==> src/rtl/sample_dot_pkg.sv <==
// Shared types and helpers for the dot-product accumulation stage:
// default widths, the controller state encoding and the narrowing saturator.
package sample_dot_pkg;

    localparam int DEF_DATA_WIDTH = 14;
    localparam int DEF_ACC_WIDTH  = 24;

    typedef enum logic [1:0] {
        ACCUM  = 2'd0,
        DRAIN  = 2'd1,
        OUTPUT = 2'd2
    } state_t;

    typedef struct packed {
        logic                             sat;
        logic signed [DEF_DATA_WIDTH-1:0] data;
    } sat_res_t;

    localparam logic signed [DEF_ACC_WIDTH-1:0] SAT_MAX =
        DEF_ACC_WIDTH'((1 << (DEF_DATA_WIDTH - 1)) - 1);
    localparam logic signed [DEF_ACC_WIDTH-1:0] SAT_MIN =
        DEF_ACC_WIDTH'(-(1 << (DEF_DATA_WIDTH - 1)));

    // Clip a default-width accumulator value into the default result width.
    function automatic sat_res_t sat_narrow(input logic signed [DEF_ACC_WIDTH-1:0] acc);
        sat_res_t res;
        res.sat  = 1'b0;
        res.data = acc[DEF_DATA_WIDTH-1:0];
        if (acc > SAT_MAX) begin
            res.sat  = 1'b1;
            res.data = DEF_DATA_WIDTH'(SAT_MAX);
        end else if (acc < SAT_MIN) begin
            res.sat  = 1'b1;
            res.data = DEF_DATA_WIDTH'(SAT_MIN);
        end
        return res;
    endfunction

endpackage

==> src/rtl/sample_dot_acc_if.sv <==
// Operand, multiplier and result signals of the dot-product stage.
// slave is the accumulator's view; master is the surrounding system's view.
interface sample_dot_acc_if
    import sample_dot_pkg::*;
#(
    parameter int DATA_WIDTH = DEF_DATA_WIDTH
) ();

    logic                         in_valid;
    logic                         in_ready;
    logic signed [DATA_WIDTH-1:0] in_a;
    logic signed [DATA_WIDTH-1:0] in_b;

    logic                         mul_ce;
    logic signed [DATA_WIDTH-1:0] mul_din0;
    logic signed [DATA_WIDTH-1:0] mul_din1;
    logic signed [DATA_WIDTH-1:0] mul_dout;

    logic                         out_valid;
    logic                         out_ready;
    logic signed [DATA_WIDTH-1:0] out_data;
    logic                         out_sat;

    modport slave (
        input  in_valid, in_a, in_b, mul_dout, out_ready,
        output in_ready, mul_ce, mul_din0, mul_din1, out_valid, out_data, out_sat
    );

    modport master (
        output in_valid, in_a, in_b, mul_dout, out_ready,
        input  in_ready, mul_ce, mul_din0, mul_din1, out_valid, out_data, out_sat
    );

endinterface

==> src/rtl/sample_dot_sat.sv <==
// Combinational ACC_WIDTH -> DATA_WIDTH saturator with a clip flag.
module sample_dot_sat
    import sample_dot_pkg::*;
#(
    parameter int DATA_WIDTH = DEF_DATA_WIDTH,
    parameter int ACC_WIDTH  = DEF_ACC_WIDTH
) (
    input  logic signed [ACC_WIDTH-1:0]  acc_i,
    output logic signed [DATA_WIDTH-1:0] data_o,
    output logic                         sat_o
);

    generate
        if (DATA_WIDTH == DEF_DATA_WIDTH && ACC_WIDTH == DEF_ACC_WIDTH) begin : g_pkg
            sat_res_t res;
            assign res    = sat_narrow(acc_i);
            assign data_o = res.data;
            assign sat_o  = res.sat;
        end else begin : g_generic
            localparam logic signed [ACC_WIDTH-1:0] MAX_V =
                ACC_WIDTH'((1 << (DATA_WIDTH - 1)) - 1);
            localparam logic signed [ACC_WIDTH-1:0] MIN_V =
                ACC_WIDTH'(-(1 << (DATA_WIDTH - 1)));

            always_comb begin
                sat_o  = 1'b0;
                data_o = acc_i[DATA_WIDTH-1:0];
                if (acc_i > MAX_V) begin
                    sat_o  = 1'b1;
                    data_o = DATA_WIDTH'(MAX_V);
                end else if (acc_i < MIN_V) begin
                    sat_o  = 1'b1;
                    data_o = DATA_WIDTH'(MIN_V);
                end
            end
        end
    endgenerate

endmodule

==> src/rtl/sample_dot_acc.sv <==
// Feeds operand pairs to an external fixed-latency multiplier, tags each slot,
// accumulates VEC_LEN products and presents one saturated result per vector.
module sample_dot_acc
    import sample_dot_pkg::*;
#(
    parameter int DATA_WIDTH  = DEF_DATA_WIDTH,
    parameter int ACC_WIDTH   = DEF_ACC_WIDTH,
    parameter int VEC_LEN     = 16,
    parameter int MUL_LATENCY = 2
) (
    input  logic             clk,
    input  logic             reset,
    sample_dot_acc_if.slave  bus
);

    localparam int CW = $clog2(VEC_LEN + 1);
    localparam logic [CW-1:0] VEC_LEN_C = CW'(VEC_LEN);
    localparam logic [CW-1:0] LAST_IDX  = CW'(VEC_LEN - 1);
    // Every tag bit except the oldest; all clear means the oldest slot is the last one.
    localparam logic [MUL_LATENCY-1:0] TAG_LOWER = MUL_LATENCY'((1 << (MUL_LATENCY - 1)) - 1);

    state_t                       state_q, state_d;
    logic [CW-1:0]                count_q, count_d;
    logic signed [ACC_WIDTH-1:0]  acc_q, acc_d;
    logic [MUL_LATENCY-1:0]       tag_q, tag_d;
    logic                         out_valid_q, out_valid_d;
    logic signed [DATA_WIDTH-1:0] out_data_q, out_data_d;
    logic                         out_sat_q, out_sat_d;

    logic                         in_ready;
    logic                         mul_ce;
    logic                         accept;
    logic                         acc_en;
    logic                         last_slot;
    logic signed [ACC_WIDTH-1:0]  prod_ext;
    logic signed [ACC_WIDTH-1:0]  acc_sum;
    logic signed [DATA_WIDTH-1:0] sat_data;
    logic                         sat_flag;

    assign in_ready = (state_q == ACCUM) && (count_q < VEC_LEN_C) && !reset;
    assign mul_ce   = (state_q != OUTPUT);
    assign accept   = bus.in_valid && in_ready;

    // Products arrive already wrapped to DATA_WIDTH; only sign extension is applied.
    assign prod_ext  = {{(ACC_WIDTH - DATA_WIDTH){bus.mul_dout[DATA_WIDTH-1]}}, bus.mul_dout};
    assign acc_sum   = acc_q + prod_ext;
    assign acc_en    = tag_q[MUL_LATENCY-1] && mul_ce;
    assign last_slot = acc_en && ((tag_q & TAG_LOWER) == '0);

    assign tag_d[0] = mul_ce ? accept : tag_q[0];

    genvar gi;
    generate
        for (gi = 1; gi < MUL_LATENCY; gi++) begin : g_tag
            assign tag_d[gi] = mul_ce ? tag_q[gi-1] : tag_q[gi];
        end
    endgenerate

    sample_dot_sat #(
        .DATA_WIDTH (DATA_WIDTH),
        .ACC_WIDTH  (ACC_WIDTH)
    ) u_sat (
        .acc_i  (acc_sum),
        .data_o (sat_data),
        .sat_o  (sat_flag)
    );

    always_comb begin
        state_d     = state_q;
        count_d     = count_q;
        acc_d       = acc_q;
        out_valid_d = out_valid_q;
        out_data_d  = out_data_q;
        out_sat_d   = out_sat_q;

        case (state_q)
            ACCUM: begin
                if (acc_en) begin
                    acc_d = acc_sum;
                end
                if (accept) begin
                    count_d = count_q + 1'b1;
                    if (count_q == LAST_IDX) begin
                        state_d = DRAIN;
                    end
                end
            end
            DRAIN: begin
                if (acc_en) begin
                    acc_d = acc_sum;
                end
                if (last_slot) begin
                    state_d     = OUTPUT;
                    out_valid_d = 1'b1;
                    out_data_d  = sat_data;
                    out_sat_d   = sat_flag;
                end
            end
            OUTPUT: begin
                // out_data/out_sat keep their values after the handshake.
                if (bus.out_ready) begin
                    state_d     = ACCUM;
                    count_d     = '0;
                    acc_d       = '0;
                    out_valid_d = 1'b0;
                end
            end
            default: begin
                state_d = ACCUM;
            end
        endcase
    end

    always_ff @(posedge clk) begin
        if (reset) begin
            state_q     <= ACCUM;
            count_q     <= '0;
            acc_q       <= '0;
            tag_q       <= '0;
            out_valid_q <= 1'b0;
            out_data_q  <= '0;
            out_sat_q   <= 1'b0;
        end else begin
            state_q     <= state_d;
            count_q     <= count_d;
            acc_q       <= acc_d;
            tag_q       <= tag_d;
            out_valid_q <= out_valid_d;
            out_data_q  <= out_data_d;
            out_sat_q   <= out_sat_d;
        end
    end

    assign bus.in_ready  = in_ready;
    assign bus.mul_ce    = mul_ce;
    assign bus.mul_din0  = bus.in_a;
    assign bus.mul_din1  = bus.in_b;
    assign bus.out_valid = out_valid_q;
    assign bus.out_data  = out_data_q;
    assign bus.out_sat   = out_sat_q;

endmodule

==> src/flat_wrapper.sv <==
// flat-port wrapper written by rule: the top's interface ports become plain ports
module sample_dot_acc_flat import sample_dot_pkg::*;
#(
    parameter int DATA_WIDTH  = DEF_DATA_WIDTH,
    parameter int ACC_WIDTH   = DEF_ACC_WIDTH,
    parameter int VEC_LEN     = 16,
    parameter int MUL_LATENCY = 2
)
  (clk, reset, bus_in_valid, bus_in_a, bus_in_b, bus_mul_dout, bus_out_ready, bus_in_ready, bus_mul_ce, bus_mul_din0, bus_mul_din1, bus_out_valid, bus_out_data, bus_out_sat);
  sample_dot_acc_if #(.DATA_WIDTH(DATA_WIDTH)) bus_i ();
  input  logic clk;
  input  logic reset;
  input wire logic [$bits(bus_i.in_valid)-1:0] bus_in_valid;
  input wire logic [$bits(bus_i.in_a)-1:0] bus_in_a;
  input wire logic [$bits(bus_i.in_b)-1:0] bus_in_b;
  input wire logic [$bits(bus_i.mul_dout)-1:0] bus_mul_dout;
  input wire logic [$bits(bus_i.out_ready)-1:0] bus_out_ready;
  output wire logic [$bits(bus_i.in_ready)-1:0] bus_in_ready;
  output wire logic [$bits(bus_i.mul_ce)-1:0] bus_mul_ce;
  output wire logic [$bits(bus_i.mul_din0)-1:0] bus_mul_din0;
  output wire logic [$bits(bus_i.mul_din1)-1:0] bus_mul_din1;
  output wire logic [$bits(bus_i.out_valid)-1:0] bus_out_valid;
  output wire logic [$bits(bus_i.out_data)-1:0] bus_out_data;
  output wire logic [$bits(bus_i.out_sat)-1:0] bus_out_sat;
  assign bus_i.in_valid = bus_in_valid;
  assign bus_i.in_a = bus_in_a;
  assign bus_i.in_b = bus_in_b;
  assign bus_i.mul_dout = bus_mul_dout;
  assign bus_i.out_ready = bus_out_ready;
  assign bus_in_ready = bus_i.in_ready;
  assign bus_mul_ce = bus_i.mul_ce;
  assign bus_mul_din0 = bus_i.mul_din0;
  assign bus_mul_din1 = bus_i.mul_din1;
  assign bus_out_valid = bus_i.out_valid;
  assign bus_out_data = bus_i.out_data;
  assign bus_out_sat = bus_i.out_sat;
  sample_dot_acc #(.DATA_WIDTH(DATA_WIDTH), .ACC_WIDTH(ACC_WIDTH), .VEC_LEN(VEC_LEN), .MUL_LATENCY(MUL_LATENCY)) u_core (.clk(clk), .reset(reset), .bus(bus_i));
endmodule
==> config.mk <==
export PLATFORM = sky130hd
export DESIGN_NAME = sample_dot_acc_flat
export DESIGN_NICKNAME = d
export VERILOG_FILES = /design/src/rtl/sample_dot_pkg.sv /design/src/rtl/sample_dot_acc_if.sv /design/src/rtl/sample_dot_sat.sv /design/src/rtl/sample_dot_acc.sv /design/src/flat_wrapper.sv
export SDC_FILE = /design/constraint.sdc
export NUM_CORES = 1
export LEC_CHECK = 0
export CAP_MARGIN = 5
export CORE_MARGIN = 5
export CORE_UTILIZATION = 55
export CTS_BUF_LIST = sky130_fd_sc_hd__clkbuf_8
export CTS_CLUSTER_SIZE = 24
export DETAILED_ROUTE_END_ITERATION = 10
export GPL_ROUTABILITY_DRIVEN = 0
export PLACE_DENSITY = 0.88
export RECOVER_POWER = 100
export SLEW_MARGIN = 0
export SYNTH_ARGS = -nofsm -noshare
export SYNTH_HDL_FRONTEND = slang
export SYNTH_SLANG_ARGS = --single-unit
==> constraint.sdc <==
create_clock -name clk -period 5.15 [get_ports clk]
set_clock_uncertainty 0.1 [all_clocks]
set_input_delay 0.515 -clock clk [delete_from_list [all_inputs] [get_ports clk]]
set_output_delay 0.515 -clock clk [all_outputs]
set_load 0.02 [all_outputs]
-- Word-level counts from Yosys, hierarchy flattened
Index checks and enable logic that the tools add are counted.
- register bits: 49
- logic and storage cells: 54
- $add $sub $neg: 2
- $lt $le $gt $ge: 3
- equal/unequal tests: 9
- muxes and demuxes: 16
- reductions and logical operators: 17
- operators with widths (cell ; count):
    24-bit 2-to-1 mux ; 2
    24-bit case mux with 2 select lines ; 1
    15-bit 2-to-1 mux ; 2
    24-bit by 14-bit adder with 24-bit output ; 1
    24-bit by 14-bit > comparator with 1-bit output, second input constant ; 1
    24-bit by 14-bit less-than comparator with 1-bit output, second input constant ; 1
    5-bit 2-to-1 mux ; 2
    5-bit case mux with 2 select lines ; 1
    3-bit AND reduction ; 3
    2-bit 2-to-1 mux ; 4
    2-bit by 1-bit inequality test with 1-bit output, second input constant ; 3
    2-bit inequality test, second input constant ; 3
    2-bit case mux with 3 select lines ; 1
    2-bit nonzero test ; 3
    5-bit by 1-bit adder with 5-bit output, second input constant ; 1
    5-bit by 4-bit equality test with 1-bit output, second input constant ; 1
    1-bit logical AND ; 5
    5-bit less-than comparator, second input constant ; 1
    2-bit zero test ; 2
    4-bit AND reduction ; 1
    2-bit by 1-bit equality test with 1-bit output, second input constant ; 1
    2-bit equality test, second input constant ; 1
    1-bit 2-to-1 mux ; 2
    1-bit case mux with 2 select lines ; 1
    3 further kinds ; 3

-- Longest topological paths before layout
- word-level depth: 6
- mapped depth: 12

-- Hierarchy
Synthesis repeated with hierarchy kept, for this count alone.
- cells, all modules: 474
- area, all modules: 3696.0 um^2
- by module, submodules not included (module ; times used ; cells an instance ; area each (um^2) ; sequential area each (um^2)):
    sample_dot_acc ; 1 ; 430 ; 3394.5 ; 980.9
    sample_dot_sat ; 1 ; 44 ; 301.5 ; 0.0

-- Least setup slack after synthesis
No wires, ideal clock.
- kind: input-to-reg
- from: input bus_mul_dout[0]
- to: register u_core.out_data_q[0] (netlist: u_core.bus.out_data[0])
- library setup time: 0.088 ns
- data arrival time: 3.235 ns
- path slack: 1.727 ns
- cell stages on the path: 12
- path through: ha_1 > fa_1 > a21o_1 > a221oi_4 > o211ai_1 > a2111oi_0 > nor2_1 > xor2_1 > and4b_1 > a22o_4 > buf_6 > o32ai_2
- longest elaborated chain between the ends: 4
- RTL lines (what ; RTL line ; text):
    start: declaration ; flat_wrapper.sv:16 ; input wire logic [$bits(bus_i.mul_dout)-1:0] bus_mul_dout;
    24-bit by 14-bit adder with 24-bit output (*) ; sample_dot_acc.sv:46 ; assign acc_sum = acc_q + prod_ext;
    24-bit by 14-bit less-than comparator with 1-bit output ; sample_dot_pkg.sv:32 ; end else if (acc < SAT_MIN) begin
    15-bit 2-to-1 mux ; sample_dot_pkg.sv:32 ;
    15-bit 2-to-1 mux (*) ; sample_dot_pkg.sv:29 ; if (acc > SAT_MAX) begin
    end signal: assignment ; sample_dot_acc.sv:129 ; out_data_q <= out_data_d;
    end: declaration ; sample_dot_acc.sv:27 ; logic signed [DATA_WIDTH-1:0] out_data_q, out_data_d;
Mark *: on every way between the ends. The rest lies on a longest branch, timed or not.
A chain may end at the register's enable or synchronous reset.

-- Final worst setup path
- from: input bus_mul_dout[0]
- to: register u_core.out_data_q[11] (netlist: u_core.bus.out_data[11])
Same word-level chain as after synthesis.

==> impl_results.md <==
* Io pins at 92
* Routed len/inst at 17.2 µm
* Max-Cap Viols at 1
* Max transition margin at -82.5%
* Reg2Reg Depth at 11
* Mux contribution to synthesized area at 0.549%
* Post-synth EDFFs at 0
* Final Hold Viols at 0
* First-pass GRT wire length at 14.8 mm
* Final WL at 8.92 mm
* Syn_area_per_cell at 8.10 µm²
* Largest family of logic cells by synthesized area: compound AO/OA/AOI/OAI gates
* Synth async-reset ratio at 0%
* RSZ-0062 raised after global routing: false
* Post-synthesis sequential area ratio at 26.9%
* Final setup vio count at 0
* CP max stage cell: a221oi_1
* Depth of the CTS H-tree at 2
* Most common cell after layout, fill and taps aside: nor2_1
* Reported leakage power at 1.47 nW
* Final setup TNS at 0 ns
* Crit end category: flip-flop
* Failing checks: capacitance limit, slew limit
* Number of iterations in the first detailed-routing pass at 6
* Yosys cell types at 62
* Worst path arrival time at 4.43 ns
* Num rows at 29
* Register area at 981 µm²
* Post-cts sizing count at 0
* Hold path depth at 1
* Buffers on Ports at 35
* Drt via density at 6.35
* Die area at 8360 µm²
* Synth Area in XOR/XNOR at 5.28%
* Max Clk Rate at 231 MHz
* Dpl cells at 510
* Critical Path RT at 5.25 ns
* Clock transition at path regs at 0.10 ns
* Final net count at 512
* Initial Util at 57.1%
* DR iter-0 viols at 262
* Inserted Clock Buffers at 5
* Mapped Nets at 522
* Layout cells sized above 1 at 4.54%
* Core area at 6390 µm²
* Fill cells at 567
* CP peak stage delay at 0.57 ns
* Peak supply drop at 0.151 mV
* Final worst path period need at 4.33 ns
* Multi-input logic area at 2220 µm²
* Synthesized instance count at 450
* Simple-gate share of the synthesized area at 20.8%
* Diodes inserted at 0
* Post-CTS Setup Inserts at 0
* DIE HEIGHT at 91.4 µm
* DRC viols at 0
* Final period util at 84.2%
* Worst min-delay path class: reg -> reg
* Clk buf depth at 2
* Via count at 3,291
* Hpwl dp at 6.36 mm
* Worst-Margin Slew at 2.74 ns
* Root buffer cell: clkbuf_8
* Antenna violations before repair at 0
* Crit Path Max Fanout at 13
* Pin count of the biggest net entering global routing at 64
* Status: finished with violations
* Ys flop type: dfxtp_1
* Clock latency on the worst-skew pair at 0.31 ns
* Final non-filler cell total at 518
* Post-synthesis compound-gate area fraction at 27.8%
* Warning count from the yosys run at 0
* CP Launch Type: primary input
* CTS sink cnt at 49
* Yosys reg bits at 49
* Final Slew Violations at 64
* Total grt overflow at 0
* Hold buffers post-CTS at 0
* Synth-to-Final Area Change at 4.19%
* CTS tree: built
* Die width at 91.4 µm
* Routed Antenna Nets at 0
* Critical path class: in -> reg
* Power Density at 218 nW/µm²
* Critical-path cell list: clkdlybuf4s50_1, ha_1, fa_1, a21o_1, a221oi_1, o211ai_1, a2111oi_0, nor2_1, xor2_1, nand3_1, o41a_1, o32ai_1
* Post-Syn Area at 3650 µm²
* Total track usage at 20.9%
* Vias in the first global route at 3,084
* Most frequent cells in the layout: nor2_1 (60), dfxtp_1 (49), a21oi_1 (45)
* Adder-Cell Fraction of Synth Area at 9.13%
==> logic make-up after synthesis <==
group / after synthesis
AOI/OAI and AO/OA: 124
xor gates and xnor gates: 22
adders and majority gates: 26
buffers and inverters: 60
DFF: 49
muxes: 2
and+or+nand+nor: 167
==> registers in the layout, indices dropped and copies added, names as in the netlist <==
signal                flops
u_core.bus.out_data      14
u_core.tag_q              2
u_core.bus.out_sat        1
u_core.state_q            2
u_core.bus.out_valid      1
u_core.count_q            5
u_core.acc_q             24
==> final cells by class <==
cell class	count	area share (%)
clock inverter	3	1.32
tap	77	2.54
clock buffer	5	1.81
sequential	49	25.8
timing repair buffer	37	9.39
inverter	6	0.593
multi-input combinational	341	58.5
==> synth_stat cells (all sizes together) (2+ instances only) <==
library cell / number / area (µm²)
o41ai: 2 / 17.5
nor2: 60 / 225
mux2i: 2 / 20.0
nand2: 44 / 165
a2111oi: 3 / 45.1
a22o: 2 / 26.3
xor2: 10 / 87.6
nand2b: 3 / 18.8
a211oi: 6 / 50.1
o21a: 2 / 22.5
nand3: 24 / 125
and2: 3 / 18.8
a2111o: 2 / 22.5
ha: 25 / 313
a21oi: 45 / 225
dfxtp: 49 / 981
o221ai: 2 / 23.8
or2: 2 / 12.5
and3: 6 / 37.5
a31oi: 3 / 18.8
o211ai: 2 / 15.0
nand3b: 3 / 22.5
o21ai: 10 / 50.0
nor4: 3 / 18.8
o41a: 2 / 22.5
buf: 36 / 259
a221oi: 2 / 35.0
a21o: 6 / 45.0
nor2b: 4 / 25.0
clkbuf: 18 / 67.6
a22oi: 7 / 52.6
inv: 6 / 22.5
nand4: 4 / 25.0
o21bai: 6 / 45.0
o32ai: 13 / 189
xnor2: 12 / 105
nor3: 8 / 40.0
==> worst paths after layout <==
| kind | slack, ns | end | start |
|---|---|---|---|
| min | 0.37 | u_core.count_q[3] | u_core.count_q[3] |
| max reg2reg | 1.13 | u_core.bus.out_data[11] | u_core.acc_q[0] |
| max | 0.82 | u_core.bus.out_data[11] | bus_mul_dout[0] |
| min reg2reg | 0.37 | u_core.count_q[3] | u_core.count_q[3] |
==> worst max-delay path, delay by kind of cell <==
kind	cells	cell delay (ns)
AND/OR/NAND/NOR	2	0.28
adder cells (fa/ha/maj)	2	0.64
buffers and inverters	1	0.41
AO/OA/AOI/OAI	6	2.32
XOR/XNOR	1	0.26
==> where the power goes <==
part,internal [mW],switching (mW),total (mW)
registers,0.385,0.00416,0.389
clock network,0.149,0.145,0.294
logic,0.0554,0.0890,0.144
==> stage by stage <==
step	hold slack, ns	power [mW]	instance area [µm²]	util, %	setup WS (ns)
2_1_floorplan	0.329	0.534	3650	-	1.73
3_3_place_gp	0.347	0.539	3780	59.2	0.906
3_5_place_dp	0.358	0.542	3780	59.2	0.719
4_1_cts	0.372	0.831	3900	61.1	1.02
5_1_grt	0.393	0.862	3800	59.5	0.455
6_report	0.369	0.827	3800	59.5	0.815
==> per-layer routing <==
layer | vias to the layer above | GRT usage (%) | wire length, µm
met5 | - | 0 | 0
met4 | 0 | 9.05 | 242
met3 | 30 | 4.88 | 676
met2 | 137 | 35.3 | 4410
met1 | 1549 | 25.3 | 3590
li1 | 1575 | - | -
Note: power is estimated with default switching activity, not from simulation.
